==> src/rtl/br_redirect_ctrl_pkg.sv <==
// Shared types for the PC-relative execute -> writeback/fetch redirect path.
// No logic here: result, address and register types, epoch tag and FSM states.
// Imported by the interface, the output slot and the controller top.
package br_redirect_ctrl_pkg;

  localparam int XLEN            = 32;
  localparam int EPOCH_W_DEFAULT = 2;

  typedef logic [XLEN-1:0]            addr;
  typedef logic [XLEN-1:0]            gpreg;
  typedef logic [EPOCH_W_DEFAULT-1:0] epoch_t;

  // One result from the PC-relative execute unit (AUIPC/JAL/branch).
  typedef struct packed {
    logic [4:0] rd_idx;
    gpreg       rd_val;
    logic       br_valid;
    addr        br_target;
    logic       ex_valid;
  } exec_result;

  // Payload held in the writeback slot.
  typedef struct packed {
    logic [4:0] idx;
    gpreg       val;
  } wb_req;

  // Fetch redirect as seen by the fetch stage.
  typedef struct packed {
    logic valid;
    addr  pc;
  } redirect_req;

  // Controller occupancy: IDLE with nothing pending, BUSY with any slot full.
  typedef enum logic {
    ST_IDLE = 1'b0,
    ST_BUSY = 1'b1
  } ctrl_state_e;

endpackage

==> src/rtl/br_redirect_ctrl_if.sv <==
// Bundle of the execute input, writeback output and fetch redirect handshakes.
// slave is the controller side, master is the surrounding pipeline side.
// Widths of the epoch tag and the redirect counter follow the parameters.
interface br_redirect_ctrl_if
  import br_redirect_ctrl_pkg::*;
#(
  parameter int EPOCH_W = EPOCH_W_DEFAULT,
  parameter int CNT_W   = 32
);

  logic               in_valid;
  logic               in_ready;
  exec_result         in_result;
  logic               in_rd_we;
  logic [EPOCH_W-1:0] in_epoch;
  logic [EPOCH_W-1:0] cur_epoch;
  logic               flush;
  logic               wb_valid;
  logic               wb_ready;
  logic [4:0]         wb_idx;
  gpreg               wb_val;
  logic               redirect_valid;
  logic               redirect_ready;
  addr                redirect_pc;
  logic [CNT_W-1:0]   redirect_cnt;

  modport slave (
    input  in_valid, in_result, in_rd_we, in_epoch, wb_ready, redirect_ready,
    output in_ready, cur_epoch, flush, wb_valid, wb_idx, wb_val,
           redirect_valid, redirect_pc, redirect_cnt
  );

  modport master (
    output in_valid, in_result, in_rd_we, in_epoch, wb_ready, redirect_ready,
    input  in_ready, cur_epoch, flush, wb_valid, wb_idx, wb_val,
           redirect_valid, redirect_pc, redirect_cnt
  );

endinterface

==> src/rtl/br_redirect_ctrl_br_out_slot.sv <==
// Single-entry valid/ready holding register for an arbitrary payload type.
// Latency: load at cycle N, out_vld high at N+1; payload changes only on load.
// Backpressure: holds out_vld/out_dat until out_rdy; the owner loads only when free or draining.
module br_out_slot #(
  parameter type T = logic
) (
  input  logic clk,
  input  logic rst,
  input  logic load,
  input  T     load_dat,
  output logic out_vld,
  input  logic out_rdy,
  output T     out_dat
);

  // A load in the same cycle as a drain leaves the slot full with the new payload.
  always_ff @(posedge clk) begin
    if (rst) begin
      out_vld <= 1'b0;
      out_dat <= '0;
    end else if (load) begin
      out_vld <= 1'b1;
      out_dat <= load_dat;
    end else if (out_vld && out_rdy) begin
      out_vld <= 1'b0;
    end
  end

endmodule

==> src/rtl/br_redirect_ctrl.sv <==
// Filters wrong-path execute results by epoch and issues registered writeback and fetch redirects.
// Latency: accept at N, wb_valid/redirect_valid/flush at N+1; cur_epoch updates at N+1.
// Backpressure: in_ready drops while a full slot is not draining; same-cycle bypass on drain.
module br_redirect_ctrl
  import br_redirect_ctrl_pkg::*;
#(
  parameter int EPOCH_W = EPOCH_W_DEFAULT,
  parameter int CNT_W   = 32
) (
  input  logic              clk,
  input  logic              rst,
  br_redirect_ctrl_if.slave io
);

  ctrl_state_e        state_q;
  ctrl_state_e        state_n;
  logic               in_rdy;
  logic               accept;
  logic               fresh;
  logic               wb_load;
  logic               rd_load;
  logic               wb_pend;
  logic               rd_pend;
  logic               wb_pend_n;
  logic               rd_pend_n;
  wb_req              wb_in;
  wb_req              wb_out;
  addr                rd_pc;
  redirect_req        rd_out;
  logic [EPOCH_W-1:0] epoch_q;
  logic               flush_q;
  logic [CNT_W-1:0]   cnt_q;

  // Stale or exception-marked results are accepted and dropped; the compare uses the
  // epoch before any increment caused by this same accept.
  assign accept  = io.in_valid && in_rdy;
  assign fresh   = accept && (io.in_epoch == epoch_q) && !io.in_result.ex_valid;
  assign wb_load = fresh && io.in_rd_we && (io.in_result.rd_idx != 5'd0);
  assign rd_load = fresh && io.in_result.br_valid;

  assign wb_in.idx = io.in_result.rd_idx;
  assign wb_in.val = io.in_result.rd_val;

  br_out_slot #(.T(wb_req)) u_wb_slot (
    .clk      (clk),
    .rst      (rst),
    .load     (wb_load),
    .load_dat (wb_in),
    .out_vld  (wb_pend),
    .out_rdy  (io.wb_ready),
    .out_dat  (wb_out)
  );

  br_out_slot #(.T(addr)) u_rd_slot (
    .clk      (clk),
    .rst      (rst),
    .load     (rd_load),
    .load_dat (io.in_result.br_target),
    .out_vld  (rd_pend),
    .out_rdy  (io.redirect_ready),
    .out_dat  (rd_pc)
  );

  // Occupancy state register.
  always_ff @(posedge clk) begin
    if (rst) state_q <= ST_IDLE;
    else     state_q <= state_n;
  end

  // Next occupancy: BUSY whenever either slot will hold an item next cycle.
  always_comb begin
    wb_pend_n = wb_load || (wb_pend && !io.wb_ready);
    rd_pend_n = rd_load || (rd_pend && !io.redirect_ready);
    state_n   = (wb_pend_n || rd_pend_n) ? ST_BUSY : ST_IDLE;
  end

  // Input ready: always free when idle, otherwise every full slot must drain this cycle.
  always_comb begin
    in_rdy = 1'b1;
    if (state_q == ST_BUSY) begin
      in_rdy = (!wb_pend || io.wb_ready) && (!rd_pend || io.redirect_ready);
    end
  end

  // Epoch advance, one-cycle flush and saturating redirect count on each taken redirect.
  always_ff @(posedge clk) begin
    if (rst) begin
      epoch_q <= '0;
      flush_q <= 1'b0;
      cnt_q   <= '0;
    end else begin
      flush_q <= rd_load;
      if (rd_load) begin
        epoch_q <= epoch_q + EPOCH_W'(1);
        if (cnt_q != '1) cnt_q <= cnt_q + CNT_W'(1);
      end
    end
  end

  assign rd_out.valid = rd_pend;
  assign rd_out.pc    = rd_pc;

  assign io.in_ready       = in_rdy;
  assign io.cur_epoch      = epoch_q;
  assign io.flush          = flush_q;
  assign io.wb_valid       = wb_pend;
  assign io.wb_idx         = wb_out.idx;
  assign io.wb_val         = wb_out.val;
  assign io.redirect_valid = rd_out.valid;
  assign io.redirect_pc    = rd_out.pc;
  assign io.redirect_cnt   = cnt_q;

endmodule

==> src/flat_wrapper.sv <==
// flat-port wrapper written by rule: the top's interface ports become plain ports
module br_redirect_ctrl_flat import br_redirect_ctrl_pkg::*;
#(
  parameter int EPOCH_W = EPOCH_W_DEFAULT,
  parameter int CNT_W   = 32
)
  (clk, rst, io_in_valid, io_in_result, io_in_rd_we, io_in_epoch, io_wb_ready, io_redirect_ready, io_in_ready, io_cur_epoch, io_flush, io_wb_valid, io_wb_idx, io_wb_val, io_redirect_valid, io_redirect_pc, io_redirect_cnt);
  br_redirect_ctrl_if #(.EPOCH_W(EPOCH_W), .CNT_W(CNT_W)) io_i ();
  input  logic clk;
  input  logic rst;
  input wire logic [$bits(io_i.in_valid)-1:0] io_in_valid;
  input wire logic [$bits(io_i.in_result)-1:0] io_in_result;
  input wire logic [$bits(io_i.in_rd_we)-1:0] io_in_rd_we;
  input wire logic [$bits(io_i.in_epoch)-1:0] io_in_epoch;
  input wire logic [$bits(io_i.wb_ready)-1:0] io_wb_ready;
  input wire logic [$bits(io_i.redirect_ready)-1:0] io_redirect_ready;
  output wire logic [$bits(io_i.in_ready)-1:0] io_in_ready;
  output wire logic [$bits(io_i.cur_epoch)-1:0] io_cur_epoch;
  output wire logic [$bits(io_i.flush)-1:0] io_flush;
  output wire logic [$bits(io_i.wb_valid)-1:0] io_wb_valid;
  output wire logic [$bits(io_i.wb_idx)-1:0] io_wb_idx;
  output wire logic [$bits(io_i.wb_val)-1:0] io_wb_val;
  output wire logic [$bits(io_i.redirect_valid)-1:0] io_redirect_valid;
  output wire logic [$bits(io_i.redirect_pc)-1:0] io_redirect_pc;
  output wire logic [$bits(io_i.redirect_cnt)-1:0] io_redirect_cnt;
  assign io_i.in_valid = io_in_valid;
  assign io_i.in_result = io_in_result;
  assign io_i.in_rd_we = io_in_rd_we;
  assign io_i.in_epoch = io_in_epoch;
  assign io_i.wb_ready = io_wb_ready;
  assign io_i.redirect_ready = io_redirect_ready;
  assign io_in_ready = io_i.in_ready;
  assign io_cur_epoch = io_i.cur_epoch;
  assign io_flush = io_i.flush;
  assign io_wb_valid = io_i.wb_valid;
  assign io_wb_idx = io_i.wb_idx;
  assign io_wb_val = io_i.wb_val;
  assign io_redirect_valid = io_i.redirect_valid;
  assign io_redirect_pc = io_i.redirect_pc;
  assign io_redirect_cnt = io_i.redirect_cnt;
  br_redirect_ctrl #(.EPOCH_W(EPOCH_W), .CNT_W(CNT_W)) u_core (.clk(clk), .rst(rst), .io(io_i));
endmodule
==> config.mk <==
export PLATFORM = sky130hd
export DESIGN_NAME = br_redirect_ctrl_flat
export DESIGN_NICKNAME = d
export VERILOG_FILES = /design/src/rtl/br_redirect_ctrl_pkg.sv /design/src/rtl/br_redirect_ctrl_if.sv /design/src/rtl/br_redirect_ctrl_br_out_slot.sv /design/src/rtl/br_redirect_ctrl.sv /design/src/flat_wrapper.sv
export SDC_FILE = /design/constraint.sdc
export NUM_CORES = 1
export LEC_CHECK = 0
export ABC_AREA = 1
export BUFFER_PORTS_ARGS = -buffer_cell sky130_fd_sc_hd__buf_2
export CAP_MARGIN = 20
export CORE_MARGIN = 4
export CORE_UTILIZATION = 45
export DETAILED_ROUTE_END_ITERATION = 10
export PLACE_DENSITY = 0.7
export SLEW_MARGIN = 10
export SYNTH_ARGS = -nofsm -noshare
export SYNTH_HDL_FRONTEND = slang
export SYNTH_HIERARCHICAL = 1
export SYNTH_SLANG_ARGS = --single-unit
==> constraint.sdc <==
create_clock -name clk -period 3.4 [get_ports clk]
set_clock_uncertainty 0.2 [all_clocks]
set_input_delay 0.68 -clock clk [delete_from_list [all_inputs] [get_ports clk]]
set_output_delay 0.68 -clock clk [all_outputs]
set_load 0.01 [all_outputs]
# --- Word-level counts from Yosys, hierarchy flattened ---
# Index checks and enable logic that the tools add are counted.
op_classes:
  addsub: 2
  n_eq_ne: 2
  reduce_logical: 25
  n_mux: 6
ops:
  columns: ["cell", "count"]
  rows:
  - ["adder 32 x 1 -> 32 bit (second input constant)", 1]
  - ["!= test 32 bit (second input constant)", 1]
  - ["logical AND 1 bit", 11]
  - ["2-to-1 mux 1 bit", 6]
  - ["zero test 1 bit", 5]
  - ["logical OR 1 bit", 5]
  - ["nonzero test 5 bit", 1]
  - ["nonzero test 2 bit", 2]
  - ["adder 2 x 1 -> 2 bit (second input constant)", 1]
  - ["equality test 2 bit", 1]
  - ["AND reduction 2 bit", 1]
totals:
  register_bits: 107
  elab_cells: 44
  output_inout_bits: 107
  input_bits: 79

# --- Longest topological paths before layout ---
# Gate-level depths: netlist of the first run.
logic_depth:
  depth_word: 12
  depth_mapped: 12
  ltp_nobuf: 10

# --- Hierarchy ---
# The synthesis of the first run kept the hierarchy.
modules_own_cells:
  columns: ["mod", "instances", "seq_area_each_um2", "area_each_um2", "cells_per_inst"]
  rows:
  - ["br_redirect_ctrl", 1, 720.7, 2492.4, 435]
  - ["br_out_slot at u_core.u_wb_slot", 1, 760.7, 1365.1, 165]
  - ["br_out_slot at u_core.u_rd_slot", 1, 660.6, 1152.4, 143]

# --- Worst setup path after synthesis of the first run ---
# Ideal clock, no wire load.
synth_timing:
  path_kind: "input -> register"
  from: "in io_redirect_ready"
  to: "reg u_core/u_rd_slot/out_dat[20] in the netlist's numbering"
  arrival_time_ps: 1860
  t_required_ps: 3084
  cell_stages: 11
  setup_slack_ps: 1224
  path_cell_list: "inv_1 nand2_1 nand2_1 nand2_1 nand3_1 nor2_2 buf_4 inv_2 buf_6 nor2_1 nor2_1"
synth_via:
  elab_chain_cells: 7
synth_rtl:
  columns: ["element", "line", "source"]
  rows:
  - ["start: declaration", "flat_wrapper.sv:16", "input wire logic [$bits(io_i.redirect_ready)-1:0] io_redirect_ready;"]
  - ["logical OR 1 bit", "br_redirect_ctrl.sv:81", "in_rdy = (!wb_pend || io.wb_ready) && (!rd_pend || io.redirect_ready);"]
  - ["logical AND 1 bit", "br_redirect_ctrl.sv:81", null]
  - ["2-to-1 mux 1 bit", "br_redirect_ctrl.sv:80", "if (state_q == ST_BUSY) begin"]
  - ["named net io_in_ready", "flat_wrapper.sv:17", "output wire logic [$bits(io_i.in_ready)-1:0] io_in_ready;"]
  - ["logical AND 1 bit", "br_redirect_ctrl.sv:36", "assign accept = io.in_valid && in_rdy;"]
  - ["logical AND 1 bit (2 in series)", "br_redirect_ctrl.sv:37", "assign fresh = accept && (io.in_epoch == epoch_q) && !io.in_result.ex_valid;"]
  - ["logical AND 1 bit", "br_redirect_ctrl.sv:39", "assign rd_load = fresh && io.in_result.br_valid;"]
  - ["named net u_core.rd_load", "br_redirect_ctrl.sv:21", "logic rd_load;"]
  - ["end signal: assignment", "br_redirect_ctrl_br_out_slot.sv:23", "out_dat <= load_dat;"]
  - ["end: declaration", "br_redirect_ctrl_br_out_slot.sv:13", "output T out_dat"]
# The timed path passes the listed nets, and every way through them passes these cells.
# A chain may end at the register's enable or synchronous reset.

# --- Worst setup path in the final report of the first run ---
layout_timing:
  from: "reg u_core.cnt_q[0] (netlist: u_core/io.redirect_cnt[0])"
  to: "reg u_core.cnt_q[29] (netlist: u_core/io.redirect_cnt[29])"
layout_via:
  elab_chain_cells: 2
  elab_cells_between_ends: 3
  cone_classes: "1 x add/sub; 1 x eq/ne; 1 x reduce/logical"
layout_rtl:
  columns: ["element", "line", "source"]
  rows:
  - ["start: declaration", "br_redirect_ctrl.sv:32", "logic [CNT_W-1:0] cnt_q;"]
  - ["start signal: assignment", "br_redirect_ctrl.sv:95", "if (cnt_q != '1) cnt_q <= cnt_q + CNT_W'(1);"]
  - ["branches (longest 2 deep; another with adder 32 x 1 -> 32 bit)", null, null]
# Parallel ways; which one is timed is not known.

==> out/summary.txt, run 1 <==
number of distinct standard cells referenced by the synthesized netlist = 30
clock sink total = 107
CP Max Fanout = 32
Post-Route Utilization = 0.5590
Worst slew margin = 0.5009
number of setup buffers added after CTS = 0
maximum number of pins on one net before global-route repair = 39
Critical Path End Type = register
Crit Path Category = reg2reg
wire length of the first global-routing pass = 22070 um
initial antenna violation count = 0
post-layout min period = 2.432 ns
critical-path cell with the highest stage delay = sky130_fd_sc_hd__dfxtp_1
max capacitance violation total = 0
final setup vio count = 0
total I/O pin count = 186
type of the worst min-delay path = reg2reg
relative contribution of the clock network to total power = 0.339
x dimension of the die = 113.5 um
initial cell density of the core = 0.4601
area of the die = 12880 um2
global placement routability congestion = 0.8637
Post-layout nets = 993
area after detailed placement = 5911 um2
hold bufs inserted after CTS = 0
switch share = 0.2468
endpoint arrival time on the critical path = 2.54 ns
run status = completed
final instance area = 6086 um2
final count of pins violating max slew = 0
sum of net half-perimeters after detailed placement = 9991 um
most frequent standard cell in the layout excluding fill and tap cells = sky130_fd_sc_hd__nor2_1
net switching power = 0.5332 mW
later-pin clock latency in the skew report = 0.37 ns
Reg power frac = 0.594
Routed WL per cell = 12.72 um
overall power = 2.161 mW
antenna diode count = 0
power density over the cells = 355.0 nW/um2
critical path's largest stage delay = 0.50 ns
length of the first detailed-routing pass in iterations = 5
ratio of cells with drive above 1 in the final layout = 0.2585
number of gates resized after CTS = 0
worst path required time = 3.50 ns
Root Buffer Master = sky130_fd_sc_hd__clkbuf_8
Internal Dissipation = 1.628 mW
CP startpoint kind = register
average size of a mapped cell = 6.743 um2
IO buf count = 185
number of warnings reported in the yosys synthesis log = 6
floorplan row count = 38
Hold Fails Final Rpt = 0
via count of the first global-routing pass = 4638
wirelength, routed = 13440 um
share of the clock period used by the worst path = 0.7153
Mapped Cells = 743
core region area = 10890 um2
clock-pin slew on the worst setup and hold paths = 0.10 ns
fraction of the yosys area taken by sequential cells = 0.4276
register bit total from synthesis = 107
count of filler cells inserted in the layout = 1114
vias = 5097
DRT iter0 DRCs = 315
Max rail drop VDD = 292.7 uV
net count of the mapped netlist = 823
routed via count divided by cell count = 4.822
Max Buffers Root-to-Sink = 2
cell area after synthesis = 5010 um2
fmax = 0.4112 GHz
number of routed nets with antenna violations = 0
Static Leak = 2.891 nW
RSZ-0062 raised after global routing = false
highest-count cells in the layout ignoring fill and taps = 188 x sky130_fd_sc_hd__nor2_1, 185 x sky130_fd_sc_hd__buf_2, 178 x sky130_fd_sc_hd__nand2_1
Global Route Usage Sum = 0.2074
combinational cell fraction of total power = 0.067
P&R area growth vs syn = 21.48%
aggregate negative setup slack = 0 ns
Overflow after GRT = 0
cell chain of the critical path = ha_1 > inv_2 > nor2_4 > nand3_2 > nor2_2 > nand2_2 > nand2_4 > nand2_1 > a21oi_1
H-tree lvl count = 3
die height = 113.5 um
number of DRC violations after detailed routing = 0
transition time of the tightest slew-check pin = 0.7478 ns
CTS Buf Count = 9
clock tree from TritonCTS = built
==> layout make-up <==
type | instances | area [um2] | area share
Sequential cell | 107 | 2142 | 0.3520
Inverter | 49 | 187.7 | 0.03084
Clock buffer | 11 | 141.4 | 0.02323
Tap cell | 140 | 175.2 | 0.02878
Timing Repair Buffer | 190 | 963.4 | 0.1583
Multi-Input combinational cell | 556 | 2442 | 0.4013
Clock inverter | 4 | 33.78 | 0.005551
==> metal layers <==
| metal | track usage | part of all wire |
|---|---|---|
| met5 | 0 | 0 |
| met4 | 0.06090 | 0.016 |
| met3 | 0.07798 | 0.10 |
| met2 | 0.3184 | 0.44 |
| met1 | 0.2725 | 0.45 |
==> worst paths after layout <==
path                            cells past startpoint  slack [ns]                            to                          from
worst max register to register                      9        0.97    u_core/io.redirect_cnt[29]     u_core/io.redirect_cnt[0]
worst min register to register                      2        0.30  u_core/u_wb_slot/out_dat[13]  u_core/u_wb_slot/out_dat[13]
worst max-delay path                                9        0.97    u_core/io.redirect_cnt[29]     u_core/io.redirect_cnt[0]
worst min-delay path                                2        0.30  u_core/u_wb_slot/out_dat[13]  u_core/u_wb_slot/out_dat[13]
==> critical path, delay by kind of cell (launching register included) <==
| kind | cells | cell delay [ns] |
|---|---|---|
| compound gates | 1 | 0.15 |
| fa+ha+maj | 1 | 0.39 |
| buf+inv | 1 | 0.09 |
| flops | 1 | 0.50 |
| simple gates | 6 | 1.03 |
==> power groups by stage <==
stage / Combinational (mW) / Clock [mW] / Sequential [mW]
final: 0.144 / 0.733 / 1.28
after global routing: 0.163 / 0.800 / 1.29
after CTS: 0.146 / 0.754 / 1.28
after detailed placement: 0.146 / 0 / 1.31
after global placement: 0.145 / 0 / 1.31
after floorplan: 0.0598 / 0 / 1.32
==> cells by family after synthesis <==
family / after synthesis / synth area share
and+or+nand+nor: 439 / 0.3616
xor gates and xnor gates: 9 / 0.01573
AOI/OAI and AO/OA: 107 / 0.1076
buffers and inverters: 80 / 0.08492
DFF: 107 / 0.4276
adders and majority gates: 1 / 0.002497
==> registers in the layout (all words and copies together), names as in the netlist <==
signal,cells
u_core/io.cur_epoch,2
u_core/u_rd_slot/out_vld,1
u_core/u_wb_slot/out_dat,37
u_core/io.flush,1
u_core/io.redirect_cnt,32
u_core/u_rd_slot/out_dat,32
u_core/state_q,1
u_core/u_wb_slot/out_vld,1
==> synthesized netlist by cell type (all sizes together) <==
master	number	share of area
inv	48	0.036
nand3	42	0.044
xor2	5	0.0087
ha	1	0.0025
nor3	1	0.0010
dfxtp	107	0.43
o21ai	73	0.073
nand2	182	0.14
clkbuf	15	0.015
a21oi	34	0.035
clkinv	1	0.0010
buf	16	0.033
nor2	207	0.17
nand4	7	0.0087
xnor2	4	0.0070
==> through the flow <==
stage	setup WS [ns]	cells	hold slack [ns]
final	0.9679	1057	0.2987
after global routing	0.7169	1057	0.3093
after CTS	0.9603	1057	0.2979
after detailed placement	0.9760	1042	0.2776
after global placement	1.025	1042	0.2678
after floorplan	1.224	743	0.2883
Note: power is estimated with default switching activity, not from simulation.
==> inputs of run 2 (changes only) <==
--- a/config.mk
+++ b/config.mk
@@ -11,7 +11,7 @@
 export CORE_MARGIN = 4
 export CORE_UTILIZATION = 45
 export DETAILED_ROUTE_END_ITERATION = 10
-export PLACE_DENSITY = 0.7
+export PLACE_DENSITY = 0.73
 export SLEW_MARGIN = 10
 export SYNTH_ARGS = -nofsm -noshare
 export SYNTH_HDL_FRONTEND = slang
==> constraint.sdc (replaced) <==
create_clock -name clk -period 2.2 [get_ports clk]
set_clock_uncertainty 0.2 [all_clocks]
set_input_delay 0.44 -clock clk [delete_from_list [all_inputs] [get_ports clk]]
set_output_delay 0.44 -clock clk [all_outputs]
set_load 0.01 [all_outputs]
==> run 2 against run 1 <==
  * Die area unchanged
  * Final cell count increased by 2.0%
  * Core utilization is 1.8 points higher
  * Clock power increased by 81%
  * Worst setup slack got worse by 0.80 ns
  * First-iteration DRC count increased by 24%
  * Global-route usage increased by 1.2 points
  * Register-to-register slack lost 0.80 ns
  * Critical endpoint unchanged
  * Highest routed layer unchanged
  * Final area grew 3.2%
  * Wire length grew 6.7%
==> out/summary.txt, run 2 (synthesized netlist as in run 1, its figures left out) <==
run status = completed
area after detailed placement = 6066 um2 (+2.6%)
Worst Hold Path Cells = 3 (+1)
Routed WL per cell = 13.30 um (+4.6%)
flip-flop count of the largest register after layout = 37 (unchanged)
Post-Route Utilization = 0.5769 (+0.01793)
Max rail drop VDD = 383.6 uV (+31%)
Overflow after GRT = 0 (unchanged)
die height = 113.5 um (unchanged)
RSZ-0062 raised after global routing = false
instance count after placement with tap cells included = 1062 (+1.9%)
post-layout min period = 2.028 ns (-0.4041 ns)
final setup vio count = 0 (unchanged)
type of the worst min-delay path = in2reg
H-tree lvl count = 3 (unchanged)
cell chain of the critical path = ha_1 > inv_2 > nor2_4 > nand3_2 > nor2_2 > nand2_2 > nand2_4 > nand2_1 > a21oi_1
via count of the first global-routing pass = 4843 (+4.4%)
vias = 5287 (+3.7%)
Critical Path End Type = register
final count of pins violating max slew = 0 (unchanged)
Crit Path Category = reg2reg
max capacitance violation total = 0 (unchanged)
wirelength, routed = 14340 um (+6.7%)
aggregate negative setup slack = 0 ns (unchanged)
share of the clock period used by the worst path = 0.9218 (+0.2065)
floorplan row count = 38 (unchanged)
initial cell density of the core = 0.4601 (unchanged)
critical path's largest stage delay = 0.41 ns (-0.09 ns)
Worst slew margin = 0.6237 (+0.1228)
CP startpoint kind = register
P&R area growth vs syn = 25.37%
number of DRC violations after detailed routing = 0 (unchanged)
register containing the most flip-flops in the final layout = u_core/u_wb_slot/out_dat
most frequent standard cell in the layout excluding fill and tap cells = sky130_fd_sc_hd__nor2_1
initial antenna violation count = 0 (unchanged)
routed via count divided by cell count = 4.904 (+1.7%)
critical-path cell with the highest stage delay = sky130_fd_sc_hd__dfxtp_1
worst hold start = io_in_result[45]
DRT iter0 DRCs = 391 (+24%)
later-pin clock latency in the skew report = 0.37 ns (about the same)
Hold WS = 0.07766 ns (-0.2211 ns)
number of gates resized after CTS = 0 (unchanged)
global placement routability congestion = 0.8675 (+0.44%)
wire length of the first global-routing pass = 23200 um (+5.1%)
hold bufs inserted after CTS = 0 (unchanged)
hold endpoint = u_core/u_wb_slot/out_dat[11]
Root Buffer Master = sky130_fd_sc_hd__clkbuf_8
core region area = 10890 um2 (unchanged)
fmax = 0.4931 GHz (+20%)
ratio of cells with drive above 1 in the final layout = 0.2761 (+0.01767)
worst path required time = 2.30 ns (-1.20 ns)
clock tree from TritonCTS = built
Worst Setup SP = u_core/io.redirect_cnt[1]
CP Max Fanout = 32 (unchanged)
Hold Fails Final Rpt = 0 (unchanged)
Critical R2R Launch = u_core/io.redirect_cnt[1]
total I/O pin count = 186 (unchanged)
Buffers & Inverters on Critical Path = 1 (unchanged)
area of the die = 12880 um2 (unchanged)
power density over the cells = 564.1 nW/um2 (+59%)
clock sink total = 107 (unchanged)
number of routed nets with antenna violations = 0 (unchanged)
count of filler cells inserted in the layout = 1089 (-2.2%)
Static Leak = 3.013 nW (+4.2%)
final instance area = 6281 um2 (+3.2%)
length of the first detailed-routing pass in iterations = 5 (unchanged)
post-route insts no fill = 1078 (+2.0%)
CTS Buf Count = 9 (unchanged)
setup slack of the worst register-to-register path = 0.17 ns (-0.80 ns)
maximum number of pins on one net before global-route repair = 39 (unchanged)
endpoint arrival time on the critical path = 2.13 ns (-0.41 ns)
transition time of the tightest slew-check pin = 0.5637 ns (-0.1842 ns)
IO buf count = 185 (unchanged)
end of the worst register-to-register path = u_core/io.redirect_cnt[29]
highest-count cells in the layout ignoring fill and taps = 188 x sky130_fd_sc_hd__nor2_1, 185 x sky130_fd_sc_hd__buf_2, 178 x sky130_fd_sc_hd__nand2_1
Post-layout nets = 1013 (+2.0%)
antenna diode count = 0 (unchanged)
post-place setup slack = 0.1682 ns (-0.8078 ns)
worst-case reg-to-reg path depth = 9 (unchanged)
Max Buffers Root-to-Sink = 2 (unchanged)
overall power = 3.543 mW (+64%)
x dimension of the die = 113.5 um (unchanged)
Setup WS post-layout = 0.1720 ns (-0.7959 ns)
number of setup buffers added after CTS = 0 (unchanged)
sum of net half-perimeters after detailed placement = 10680 um (+6.9%)
Global Route Usage Sum = 0.2195 (+0.01214)
kind of cell with the highest combined delay on the critical path = simple AND/OR/NAND/NOR gates
clock-pin slew on the worst setup and hold paths = 0.11 ns (about the same)
[run 2: power breakdown]
part           switching [mW]  internal [mW]  leakage [nW]  total, mW
Sequential             0.0148           1.97         0.865       1.98
Clock                   0.744          0.583         0.107       1.33
Combinational           0.133          0.100          2.04      0.233
Total                   0.891           2.65          3.01       3.54
[run 2: worst max path at each step]
stage | to | cells after the start
2_1_floorplan | u_core/u_rd_slot/out_dat[20] | 11
3_3_place_gp | u_core/io.redirect_cnt[1] | 10
3_5_place_dp | u_core/io.redirect_cnt[1] | 10
4_1_cts | u_core/io.redirect_cnt[29] | 9
5_1_grt | u_core/io.redirect_cnt[3] | 9
6_report | u_core/io.redirect_cnt[29] | 9
[run 2: worst register-to-register path: stages (launching register included)]
cell,delay [ns]
sky130_fd_sc_hd__dfxtp_1,0.41
sky130_fd_sc_hd__ha_1,0.22
sky130_fd_sc_hd__inv_2,0.06
sky130_fd_sc_hd__nor2_4,0.18
sky130_fd_sc_hd__nand3_2,0.10
sky130_fd_sc_hd__nor2_2,0.10
sky130_fd_sc_hd__nand2_2,0.09
sky130_fd_sc_hd__nand2_4,0.31
sky130_fd_sc_hd__nand2_1,0.09
sky130_fd_sc_hd__a21oi_1,0.18
[run 2: layout make-up]
type,count,area (um2),share of cell area
Multi-Input combinational cell,556,2447,0.3896
Inverter,49,187.7,0.02988
Sequential cell,107,2142,0.3410
Clock buffer,10,137.6,0.02191
Clock inverter,6,77.57,0.01235
Timing Repair Buffer,210,1114,0.1773
Tap cell,140,175.2,0.02789
[run 2: layer usage]
metal	vias up	track usage	wire length (um)
li1	2713	-	-
met1	2339	0.2862	6164
met2	215	0.3420	6441
met3	20	0.06684	1461
met4	0	0.08333	273
met5	-	0	0
==> inputs of run 3 (changes only) <==
--- a/config.mk
+++ b/config.mk
@@ -6,12 +6,12 @@
 export NUM_CORES = 1
 export LEC_CHECK = 0
 export ABC_AREA = 1
-export BUFFER_PORTS_ARGS = -buffer_cell sky130_fd_sc_hd__buf_2
 export CAP_MARGIN = 20
 export CORE_MARGIN = 4
 export CORE_UTILIZATION = 45
 export DETAILED_ROUTE_END_ITERATION = 10
-export PLACE_DENSITY = 0.73
+export DONT_BUFFER_PORTS = 1
+export PLACE_DENSITY = 0.58
 export SLEW_MARGIN = 10
 export SYNTH_ARGS = -nofsm -noshare
 export SYNTH_HDL_FRONTEND = slang
==> run 3 against run 2 <==
  * Critical path depth unchanged
  * Count of clock-buffer cells in the layout down 1
  * First-iteration DRC count down 32%
  * Final cell count down 9.6%
  * Critical path type unchanged
  * Critical endpoint is now u_core/u_wb_slot/out_dat[12]
==> out/summary.txt, run 3 (synthesized netlist as in run 1, its figures left out) <==
run status = completed
Worst slew margin = 0.5034 (-0.1203)
Overflow after GRT = 0 (unchanged)
routed via count divided by cell count = 5.071 (+3.4%)
Max rail drop VDD = 415.7 uV (+8.4%)
clock tree from TritonCTS = built
sum of net half-perimeters after detailed placement = 9955 um (-6.8%)
length of the first detailed-routing pass in iterations = 5 (unchanged)
vias = 4944 (-6.5%)
Post-layout nets = 910 (-10%)
CTS Buf Count = 9 (unchanged)
worst-case reg-to-reg path depth = 9 (unchanged)
CP startpoint kind = register
Critical R2R Launch = u_core/io.cur_epoch[0]
Global Route Usage Sum = 0.2212 (+0.001686)
P&R area growth vs syn = 23.33%
met3 usage = 0.07533 (+0.008488)
Crit Path Category = reg2reg
setup slack of the worst register-to-register path = 0.17 ns (about the same)
Multi-input gate area = 2459 um2 (+0.46%)
DRT iter0 DRCs = 265 (-32%)
clock-pin slew on the worst setup and hold paths = 0.11 ns (about the same)
final count of pins violating max slew = 0 (unchanged)
most frequent standard cell in the layout excluding fill and tap cells = sky130_fd_sc_hd__nor2_1
x dimension of the die = 113.5 um (unchanged)
wirelength, routed = 14380 um (+0.26%)
RSZ-0062 raised after global routing = false
max capacitance violation total = 0 (unchanged)
end of the worst register-to-register path = u_core/u_wb_slot/out_dat[12]
core region area = 10890 um2 (unchanged)
area of the die = 12880 um2 (unchanged)
global placement routability congestion = 0.8762 (+1.0%)
highest-count cells in the layout ignoring fill and taps = 187 x sky130_fd_sc_hd__nor2_1, 178 x sky130_fd_sc_hd__nand2_1, 107 x sky130_fd_sc_hd__dfxtp_1
critical path's largest stage delay = 0.48 ns (+0.07 ns)
antenna diode count = 0 (unchanged)
Critical Path End Type = register
aggregate negative setup slack = 0 ns (unchanged)
number of DRC violations after detailed routing = 0 (unchanged)
H-tree lvl count = 3 (unchanged)
Stages on worst setup path = 9 (unchanged)
Routed WL per cell = 14.74 um (+11%)
Static Leak = 2.485 nW (-18%)
power density over the cells = 558.4 nW/um2 (-1.0%)
Max Buffers Root-to-Sink = 2 (unchanged)
wire length of the first global-routing pass = 23270 um (+0.33%)
number of routed nets with antenna violations = 0 (unchanged)
Worst Setup SP = u_core/io.cur_epoch[0]
Hold Fails Final Rpt = 0 (unchanged)
cell repeated most along the worst path = sky130_fd_sc_hd__nor2_1
type of the worst min-delay path = in2reg
worst path required time = 2.31 ns (about the same)
final setup vio count = 0 (unchanged)
cell chain of the critical path = inv_2 > nand2_1 > nand3_1 > nor2_1 > nand4_1 > inv_1 > buf_4 > o21ai_0 > nor2_1
transition time of the tightest slew-check pin = 0.7441 ns (+0.1805 ns)
via count of the first global-routing pass = 4702 (-2.9%)
area after detailed placement = 5258 um2 (-13%)
endpoint of the worst setup timing path = u_core/u_wb_slot/out_dat[12]
initial cell density of the core = 0.4601 (unchanged)
IO buf count = 0 (-100%)
CP Max Fanout = 37 (+16%)
flip-flop count of the largest register after layout = 37 (unchanged)
total I/O pin count = 186 (unchanged)
count of filler cells inserted in the layout = 1051 (-3.5%)
initial antenna violation count = 0 (unchanged)
later-pin clock latency in the skew report = 0.38 ns (about the same)
floorplan row count = 38 (unchanged)
die height = 113.5 um (unchanged)
critical-path cell with the highest stage delay = sky130_fd_sc_hd__dfxtp_1
share of the clock period used by the worst path = 0.9208 (-0.001024)
Most Crowded Layer GR = met2
register containing the most flip-flops in the final layout = u_core/u_wb_slot/out_dat
GR met2 Demand/Resource = 0.3718 (+0.02984)
Root Buffer Master = sky130_fd_sc_hd__clkbuf_8
kind of cell with the highest combined delay on the critical path = buffers and inverters
clock sink total = 107 (unchanged)
final instance area = 6178 um2 (-1.6%)
ratio of cells with drive above 1 in the final layout = 0.1066 (-0.1695)
maximum number of pins on one net before global-route repair = 39 (unchanged)
met1 usage = 0.2741 (-0.01210)
Buffers & Inverters on Critical Path = 3 (+2)
post-layout min period = 2.026 ns (-0.002253 ns)
endpoint arrival time on the critical path = 2.14 ns (about the same)
area occupied by registers = 2142 um2 (unchanged)
fmax = 0.4936 GHz (+0.11%)
[run 3: cell type report]
type / instances / share of cell area
clock buffer: 9 / 0.02005
tap: 140 / 0.02835
multi-input combinational: 556 / 0.3979
timing repair buffer: 107 / 0.1636
sequential: 107 / 0.3467
clock inverter: 7 / 0.01296
inverter: 49 / 0.03038
[run 3: power by group]
| group | internal (mW) | switching [mW] | leakage (nW) |
|---|---|---|---|
| Sequential | 1.97 | 0.0371 | 0.865 |
| Combinational | 0.114 | 0.0999 | 1.52 |
| Clock | 0.457 | 0.773 | 0.0994 |
[run 3: worst register-to-register path, stage by stage, from the launching register on]
cell and delay [ns]:
sky130_fd_sc_hd__dfxtp_1 0.48, sky130_fd_sc_hd__inv_2 0.07, sky130_fd_sc_hd__nand2_1 0.08, sky130_fd_sc_hd__nand3_1 0.07, sky130_fd_sc_hd__nor2_1 0.17, sky130_fd_sc_hd__nand4_1 0.11
sky130_fd_sc_hd__inv_1 0.14, sky130_fd_sc_hd__buf_4 0.34, sky130_fd_sc_hd__o21ai_0 0.18, sky130_fd_sc_hd__nor2_1 0.12
[run 3: worst min path at each step]
stage,startpoint,to,slack [ns],cells past startpoint
after floorplan,u_core/u_rd_slot/out_vld,u_core/u_rd_slot/out_vld,0.29,2
after global placement,rst,u_core/u_wb_slot/out_vld,0.31,1
after detailed placement,rst,u_core/u_wb_slot/out_vld,0.31,1
after CTS,io_in_result[48],u_core/u_wb_slot/out_dat[14],0.002,2
after global routing,io_in_result[11],u_core/u_rd_slot/out_dat[10],0.006,2
final,io_in_result[11],u_core/u_rd_slot/out_dat[10],0.02,2
[run 3: routing by layer]
metal	vias up	part of all wire
met3	10	0.093
met4	0	0.0097
met2	194	0.48
met5	-	0
li1	2512	-
met1	2228	0.41
[run 3: repair_timing]
action | in CTS | in global routing
buffers inserted | 0 | 0
gates resized for setup | 0 | 3
endpoints found under the setup margin | 0 | 16
hold endpoints to repair | 98 | 2
hold buffers | 67 | 2
[run 3: through the flow]
step	util	setup slack (ns)	cells	total power [mW]	hold WS (ns)
finish	0.5675	0.1742	975	3.450	0.02076
global route	0.5675	0.005141	975	3.592	0.006350
detailed placement	0.4829	0.1955	890	2.147	0.3081
floorplan	-	0.2644	743	2.136	0.2883
CTS	0.5641	0.1729	973	3.485	0.001592
global placement	0.4829	0.2502	890	2.143	0.3082
